## src/rtl/gpu_pkg.sv

```systemverilog
// Shared GPU front-end types: coordinate/colour widths, edge-plane
// coefficient bundles and the raster walker state encoding.
package gpu_pkg;

    localparam int COORD_WIDTH = 16;
    localparam int COLOR_WIDTH = 16;

    typedef logic [COORD_WIDTH-1:0] coord_t;
    typedef logic [COLOR_WIDTH-1:0] color_t;

    // One edge plane {a, b, c}; three planes bound a triangle.
    typedef coord_t [2:0] plane_t;
    typedef plane_t [2:0] bounds_t;

    typedef enum logic {
        IDLE = 1'b0,
        SCAN = 1'b1
    } walker_state_e;

endpackage : gpu_pkg

```

## src/rtl/raster_walker.sv

```systemverilog
// Raster walker: accepts one triangle job (bounding box, edge planes,
// flat colour) and streams every pixel of the box, one per cycle, to the
// pixel processing unit over a valid/ready interface.
//
// Build option: define RASTER_SERPENTINE_EN for a boustrophedon walk
// (odd rows, counted from ymin, run from xmax down to xmin).
module raster_walker
    import gpu_pkg::*;
(
    input  logic    clk,
    input  logic    rst_n,
    input  logic    tri_valid,
    output logic    tri_ready,
    input  coord_t  tri_xmin,
    input  coord_t  tri_xmax,
    input  coord_t  tri_ymin,
    input  coord_t  tri_ymax,
    input  bounds_t tri_bounds,
    input  color_t  tri_color,
    output logic    pix_valid,
    input  logic    pix_ready,
    output coord_t  pix_x,
    output coord_t  pix_y,
    output bounds_t pix_bounds,
    output color_t  pix_color,
    output logic    pix_last,
    output logic    busy
);

    walker_state_e state;
    coord_t        xmin_q;
    coord_t        xmax_q;
    coord_t        ymax_q;
    coord_t        next_x;
    coord_t        next_y;
    logic          next_last;
    logic          scan_done;
    logic          box_ok;
`ifdef RASTER_SERPENTINE_EN
    logic          row_odd;
    logic          next_odd;
`endif

    assign tri_ready = (state == IDLE);
    assign box_ok    = (tri_xmin <= tri_xmax) && (tri_ymin <= tri_ymax);

    // Next pixel position; steps by equality against the bound so a box
    // ending at the top of the coordinate range never wraps.
    always_comb begin
        next_x    = pix_x;
        next_y    = pix_y;
        scan_done = 1'b0;
`ifdef RASTER_SERPENTINE_EN
        next_odd  = row_odd;
        if (pix_x != (row_odd ? xmin_q : xmax_q)) begin
            next_x = row_odd ? (pix_x - coord_t'(1)) : (pix_x + coord_t'(1));
        end else if (pix_y != ymax_q) begin
            next_y   = pix_y + coord_t'(1);
            next_odd = !row_odd;
        end else begin
            scan_done = 1'b1;
        end
        next_last = (next_x == (next_odd ? xmin_q : xmax_q)) && (next_y == ymax_q);
`else
        if (pix_x != xmax_q) begin
            next_x = pix_x + coord_t'(1);
        end else if (pix_y != ymax_q) begin
            next_x = xmin_q;
            next_y = pix_y + coord_t'(1);
        end else begin
            scan_done = 1'b1;
        end
        next_last = (next_x == xmax_q) && (next_y == ymax_q);
`endif
    end

    // Job acceptance, pixel stepping and registered stream outputs.
    always_ff @(posedge clk or negedge rst_n) begin
        if (!rst_n) begin
            state      <= IDLE;
            xmin_q     <= '0;
            xmax_q     <= '0;
            ymax_q     <= '0;
            pix_x      <= '0;
            pix_y      <= '0;
            pix_bounds <= '0;
            pix_color  <= '0;
            pix_valid  <= 1'b0;
            pix_last   <= 1'b0;
            busy       <= 1'b0;
`ifdef RASTER_SERPENTINE_EN
            row_odd    <= 1'b0;
`endif
        end else begin
            case (state)
                IDLE: begin
                    // Empty boxes are dropped without touching the payload.
                    if (tri_valid && box_ok) begin
                        xmin_q     <= tri_xmin;
                        xmax_q     <= tri_xmax;
                        ymax_q     <= tri_ymax;
                        pix_x      <= tri_xmin;
                        pix_y      <= tri_ymin;
                        pix_bounds <= tri_bounds;
                        pix_color  <= tri_color;
                        pix_last   <= (tri_xmin == tri_xmax) && (tri_ymin == tri_ymax);
                        pix_valid  <= 1'b1;
                        busy       <= 1'b1;
                        state      <= SCAN;
`ifdef RASTER_SERPENTINE_EN
                        row_odd    <= 1'b0;
`endif
                    end
                end
                SCAN: begin
                    if (pix_ready) begin
                        if (scan_done) begin
                            pix_valid <= 1'b0;
                            pix_last  <= 1'b0;
                            busy      <= 1'b0;
                            state     <= IDLE;
                        end else begin
                            pix_x    <= next_x;
                            pix_y    <= next_y;
                            pix_last <= next_last;
`ifdef RASTER_SERPENTINE_EN
                            row_odd  <= next_odd;
`endif
                        end
                    end
                end
                default: state <= IDLE;
            endcase
        end
    end

endmodule : raster_walker
```

## config.mk

```make
export PLATFORM = sky130hd
export DESIGN_NAME = raster_walker
export DESIGN_NICKNAME = d
export VERILOG_FILES = /design/src/rtl/gpu_pkg.sv /design/src/rtl/raster_walker.sv
export SDC_FILE = /design/constraint.sdc
export NUM_CORES = 1
export LEC_CHECK = 0
export BUFFER_PORTS_ARGS = -buffer_cell sky130_fd_sc_hd__buf_2
export CORE_AREA = 2 2 167 169
export DETAILED_ROUTE_END_ITERATION = 12
export DIE_AREA = 0 0 169 171
export PLACE_DENSITY = 0.8
export REMOVE_ABC_BUFFERS = 1
export SLEW_MARGIN = 10
export SYNTH_ARGS = -nofsm -noshare
export SYNTH_HDL_FRONTEND = slang
export SYNTH_SLANG_ARGS = --single-unit
```

## constraint.sdc

```tcl
create_clock -name clk -period 3.35 [get_ports clk]
set_input_delay 0.1675 -clock clk [delete_from_list [all_inputs] [get_ports clk]]
set_output_delay 0.1675 -clock clk [all_outputs]
set_load 0.005 [all_outputs]
```

=== Yosys cells after proc, flatten, opt, wreduce, memory -nomap -nowiden ===
Cells that the tools add are included.

* Output and inout port bits: 196
* Bits in registers: 243
* Bits in latches: 0
* Bits of input ports: 228
* Memories: 0
* Logic and storage cells: 67
* Memory bits (read-only): 0
* Memory bits (writable): 0

* Multipliers: 0
* Muxes and demuxes: 26
* Shifts and indexed selects: 0
* $lt $le $gt $ge: 2
* Reductions and logical operators: 8
* Equality and inequality tests: 10
* Add/sub/neg operators: 2
* Divide/modulo/power cells: 0
* Bitwise gates (word level): 1

{| class="wikitable"
|+ Operators with widths
! cell !! number
|-
| $mux 16 || 10
|-
| $eq 16x16->1 || 4
|-
| $pmux 16 s2 || 2
|-
| $add 16x1->16 const B || 2
|-
| $le 16x16->1 || 2
|-
| $ne 16x16->1 || 2
|-
| $mux 1 || 11
|-
| $pmux 1 s2 || 3
|-
| $reduce_and 3->1 || 2
|-
| $logic_and 1x1->1 || 4
|-
| $ne 2x1->1 const B || 2
|-
| $ne 2x2->1 const B || 2
|-
| $reduce_and 2->1 || 2
|-
| $not 1->1 || 1
|}

=== Logic depth before layout (Yosys ltp) ===
* Depth after elaboration: 8
* Mapped depth: 13
* Depth with buffers taken out: 11

=== Worst setup path after synthesis ===
No wires, ideal clock.

* Kind: register -> register
* Start: register pix_y[9]
* End: register pix_last
* Clock period less this slack: 3.057 ns
* Buffers on the path: 3
* Library setup time: 0.092 ns
* Stages on the path, launching flop included: 13
* Arrival time: 2.966 ns
* Data required time: 3.258 ns
* Slack: 0.293 ns
* Path through: dfrtp_1 buf_6 xor2_2 or4_4 nor4_4 a21o_1 buf_6 buf_12 o32ai_1 a2111o_1 a2111oi_2 o2111ai_1 o31ai_2

* Word-level cells in the longest chain between the ends: 8
* Elaborated cells on any way between the ends: 14
* Those cells by class: add/sub: 1; eq/ne: 3; mux: 9; reduce/logical: 1

{| class="wikitable"
|+ Ends and longest elaborated chain
! item !! RTL line !! source
|-
| start, declared || raster_walker.sv:23 || <nowiki>output coord_t pix_y,</nowiki>
|-
| start signal, assigned || raster_walker.sv:103 || <nowiki>pix_y <= tri_ymin;</nowiki>
|-
| start signal, assigned || raster_walker.sv:124 || <nowiki>pix_y <= next_y;</nowiki>
|-
| $add 16x1->16 or $ne 16x16->1 (tied branches) || raster_walker.sv:69, raster_walker.sv:67 ||
|-
| $mux 16 || raster_walker.sv:67 || <nowiki>end else if (pix_y != ymax_q) begin</nowiki>
|-
| $mux 16 || raster_walker.sv:65 || <nowiki>if (pix_x != xmax_q) begin</nowiki>
|-
| $eq 16x16->1 || raster_walker.sv:73 || <nowiki>next_last = (next_x == xmax_q) && (next_y == ymax_q);</nowiki>
|-
| $logic_and 1x1->1 || raster_walker.sv:73 ||
|-
| $mux 1 (*) || raster_walker.sv:117 || <nowiki>if (scan_done) begin</nowiki>
|-
| $mux 1 (*) || raster_walker.sv:116 || <nowiki>if (pix_ready) begin</nowiki>
|-
| $pmux 1 s2 (*) || raster_walker.sv:95 || <nowiki>case (state)</nowiki>
|-
| end signal, assigned || raster_walker.sv:106 || <nowiki>pix_last <= (tri_xmin == tri_xmax) && (tri_ymin == tri_ymax);</nowiki>
|-
| end signal, assigned || raster_walker.sv:125 || <nowiki>pix_last <= next_last;</nowiki>
|-
| end, declared || raster_walker.sv:26 || <nowiki>output logic pix_last,</nowiki>
|}

Every way passes the cells marked *; elsewhere a longest branch is shown, timed or not. The select of a mux whose other input is x is not followed.
A chain may end at the register's enable or synchronous reset.

=== Worst setup path after layout ===
* Start: input port tri_xmax[15]
* End: register pix_bounds[78] in the netlist's numbering

* Word-level cells in the longest chain between the ends: 4

{| class="wikitable"
|+ Ends and longest elaborated chain
! item !! RTL line !! source
|-
| start, declared || raster_walker.sv:15 || <nowiki>input coord_t tri_xmax,</nowiki>
|-
| $le 16x16->1 || raster_walker.sv:45 || <nowiki>assign box_ok = (tri_xmin <= tri_xmax) && (tri_ymin <= tri_ymax);</nowiki>
|-
| $logic_and 1x1->1 || raster_walker.sv:45 ||
|-
| $logic_and 1x1->1 || raster_walker.sv:98 || <nowiki>if (tri_valid && box_ok) begin</nowiki>
|-
| $reduce_and 2->1 (no line) || n/a ||
|-
| end signal, assigned || raster_walker.sv:104 || <nowiki>pix_bounds <= tri_bounds;</nowiki>
|-
| end, declared || raster_walker.sv:24 || <nowiki>output bounds_t pix_bounds,</nowiki>
|}

Every way passes these cells.

==> impl_results.md <==
* Status: finished clean
* Arrival @ worst endpoint at ~3.7 ns
* # DRC at 0
* CP max stage delay at between 0.5 and 0.6 ns
* Number of enable flip-flop cells after synthesis at 0
* R2R setup slack at 0.12 ns
* # IOs at 424
* Top cells by area, synth: dfrtp_1 (50%), mux2_2 (16%), ha_1 (3.5%), o21ai_0 (3.4%), nand2_1 (2.5%)
* CP max-delay cell: dlygate4sd3_1
* Leakage power at 9.08 nW
* Initial antenna violation count at 14
* CTS tree: built
* Sink Count at 243
* Starting Density at 0.443
* Setup Crit Path Kind: primary input to register
* Sequential element share of the synthesized area at 0.503
* Final setup viols at 0
* Worst Hold Class: primary input to register
* Worst slew pin tran at about 0.95 ns
* Crit path launch type: primary input
* Fin worst setup slack at 0.0308 ns
* Clock Power Share at 0.212
* Via density at 5.66
* Asr flop ratio synth at 1.00
* RR Endpoint: pix_last$_DFFE_PN0P_
* Number of max-cap violations at 0
* Hold EP: state$_DFF_PN0_
* Die Ht at 171 um
* Most used cell, CP: buf_4
* I/O Buffers at 423
* Area of the die at roughly 0.029 mm^2
* Cells after Synth at ~1100
* Max Fanout on Critical Path at 106
* Drt pass-1 iters at 8
* Chip width at 169 um
* Power per cell area at 818 mW/mm^2
* Delay-heaviest family, CP: buffers and inverters
* Synth top area share at 0.503
* First-pass GRT wire length at 75800 um
* Yosys warning count at 0
* Remaining Overflow, GRT at 0
* Max Transition Viols Final at 0
* Synthesized cell area at around 0.012 mm^2
* GRT Total Usage at 0.348
* Routed Antenna Nets at 0
* Root buffer cell: clkbuf_16
* Slew margin rel. at 0.364
* Clock buffer depth at 3
* Fin area at 0.0186 mm^2
* Setup WS pre-CTS at -0.0455 ns
* Flop pwr share at 0.357
* CTS clk-pin slew, worst paths at around 0.060 ns
* Core area at 0.0273 mm^2
* Via count at approximately 12000
* GPL Wtd Cong at 0.974
* Total CTS buffers at 27
* Final WL at 52300 um
* Fmax at 301 MHz
* Comb power frac at 0.431
* Ys flop type: dfrtp_1
* Final HPWL DP at 34100 um
* Hold path depth at 4
* Crit end category: register
* Final Core Density at 0.681
* WP buf/inv at 6
* Share of layout cells above drive strength 1 at 0.427
* Hold_sp: pix_ready
* Final hold vios at 0
* Largest net degree at the start of global routing at between 100 and 150
* Total net switching power at 5.77 mW
* Final nets at between 2000 and 2500
* FP Rows at slightly above 60
* Total Neg Setup Slack at 0 ns
* Area leader, netlist: dfrtp_1
* Worst R2R Start: ymax_q[6]$_DFFE_PN0P_
* Library cells used by synthesis at 68
* Area post-placement at 0.0153 mm^2
* Seq cells post-synth at 243
* Synth Area per Inst at 11.2 um^2
* Internal at 9.44 mW
* Worst-skew pair later-pin latency at about 0.54 ns
* Wirelength per Cell at 24.0 um
* Fin crit share at 0.991
* Vias in the first global route at 13000
* Worst-case reg-to-reg path depth at 11
* Final min period at 3.32 ns
* Data required, critical path at 3.77 ns
* Layout Skew at approximately 0.017 ns
* VDD IR max at 0.000613 V
* Sw frac at 0.379
* RSZ-0062 raised after global routing: no
* P&R area growth vs syn at 53.8%
* H-tree depth at 1
* Drt initial violations at 930
* CP Cell Sequence: dlygate4sd3_1 > buf_2 > inv_1 > ha_1 > nand3_1 > nor3_1 > buf_4 > nand2_1 > o31ai_1 > nor4bb_2 > buf_4 > nand2_4 > buf_12 > mux2_2
## worst reg2reg max path, cell delays in order, from the launching register on
cell and delay, ns:
dfrtp_1 0.43, xor2_1 0.20, or4_4 0.54, nor4_4 0.36
a21o_4 0.20, buf_4 0.15, buf_4 0.14, o22ai_1 0.09
o21a_1 0.18, a2111o_1 0.34, a2111o_1 0.30, o31ai_2 0.21
## cell usage in the layout (no fill, tap or decap), types with 11 or more instances in the layout
cell type,count
nand3_1,29
buf_12,11
and3_1,11
a21oi_1,26
nor3_1,24
diode_2,18
dlygate4sd3_1,225
o21ai_0,82
nand4_1,16
mux2_2,175
ha_1,34
nand2_1,81
buf_4,92
nor2_1,34
xnor2_1,15
buf_2,422
dfrtp_1,243
xor2_1,26
clkbuf_16,27
inv_1,57
## power groups by stage
stage	sequential, mW	combinational, mW	clock (mW)
finish	5.43	6.55	3.23
global route	5.54	6.97	3.35
CTS	5.26	6.25	3.20
detailed placement	5.27	5.98	0
global placement	5.16	5.92	0
floorplan	5.43	2.75	0
## Yosys cell counts (4+ instances only)
cell type	instances
dfrtp_1	243
mux2_2	175
nand2_1	82
o21ai_0	82
inv_1	57
clkbuf_1	56
ha_1	34
nor2_1	34
nand3_1	30
a21oi_1	27
xor2_1	26
nor3_1	25
nand4_1	16
xnor2_1	15
and3_1	11
nor4_1	11
a211oi_1	10
mux2i_1	10
o21a_1	8
a221o_1	7
buf_2	7
nor2b_1	7
o221a_2	6
a2111o_1	5
a21boi_0	5
a31oi_1	5
and2_1	5
and4_1	5
a2111oi_0	4
a21o_1	4
a22o_1	4
a22oi_1	4
a311oi_1	4
o221ai_1	4
## sequential cells by signal (all words and copies together) (netlist names)
register,flops
pix_color,16
busy,1
pix_x,16
pix_y,16
pix_bounds,144
xmin_q,16
state,1
xmax_q,16
ymax_q,16
pix_last,1
## how the worst max path moves through the flow
stage | startpoint | end | slack, ns | depth (start not counted)
2_1_floorplan | tri_xmax[1] | pix_y[10]$_DFFE_PN0P_ | -4.47 | 11
3_3_place_gp | ymax_q[9]$_DFFE_PN0P_ | pix_last$_DFFE_PN0P_ | -0.02 | 10
3_5_place_dp | ymax_q[9]$_DFFE_PN0P_ | pix_last$_DFFE_PN0P_ | -0.05 | 10
4_1_cts | ymax_q[9]$_DFFE_PN0P_ | pix_last$_DFFE_PN0P_ | 0.06 | 10
5_1_grt | ymax_q[6]$_DFFE_PN0P_ | pix_last$_DFFE_PN0P_ | 0.0007 | 10
6_report | tri_xmax[15] | pix_bounds[78]$_DFFE_PN0P_ | 0.03 | 14
## stage by stage
step | cells | power (mW) | hold slack, ns
after detailed placement | 1884 | 11.3 | 0.321
after global routing | 2174 | 15.9 | 0.108
after CTS | 2157 | 14.7 | 0.0550
final | 2178 | 15.2 | 0.0797
after global placement | 1884 | 11.1 | 0.312
after floorplan | 1015 | 8.17 | -0.128
## per-layer routing
metal | track usage | part of all wire | vias up
met2 | 0.609 | 0.50 | 697
li1 | - | - | 5358
met5 | 0 | 0 | -
met1 | 0.384 | 0.35 | 6027
met4 | 0.211 | 0.069 | 0
met3 | 0.0837 | 0.080 | 238
## final cells by class
class                           count  area [um^2]
Fill cell                        1928         8720
Sequential cell                   243         6080
Multi-Input combinational cell    715         5600
Timing Repair Buffer              751         5290
Clock buffer                       37          783
Tap cell                          346          433
Inverter                           57          214
Clock inverter                     11          159
Antenna cell                       18         45.0
## timing repair
item | in CTS | in global routing
hold buffers | 225 | 0
resized for setup | 1 | 14
buffers inserted | 0 | 3
setup endpoints to repair | 1 | 1
hold endpoints to repair | 346 | 0
pin swaps | 0 | 7
## kinds of logic after synthesis
group                      after synthesis  share of synthesized area
DFF                                    243                      0.503
muxes                                  185                      0.171
xor gates and xnor gates                42                     0.0310
adders and majority gates               34                     0.0352
and+or+nand+nor                        244                      0.101
buffers and inverters                  124                     0.0421
AOI/OAI and AO/OA                      210                      0.117
Note: power is estimated with default switching activity, not from simulation.
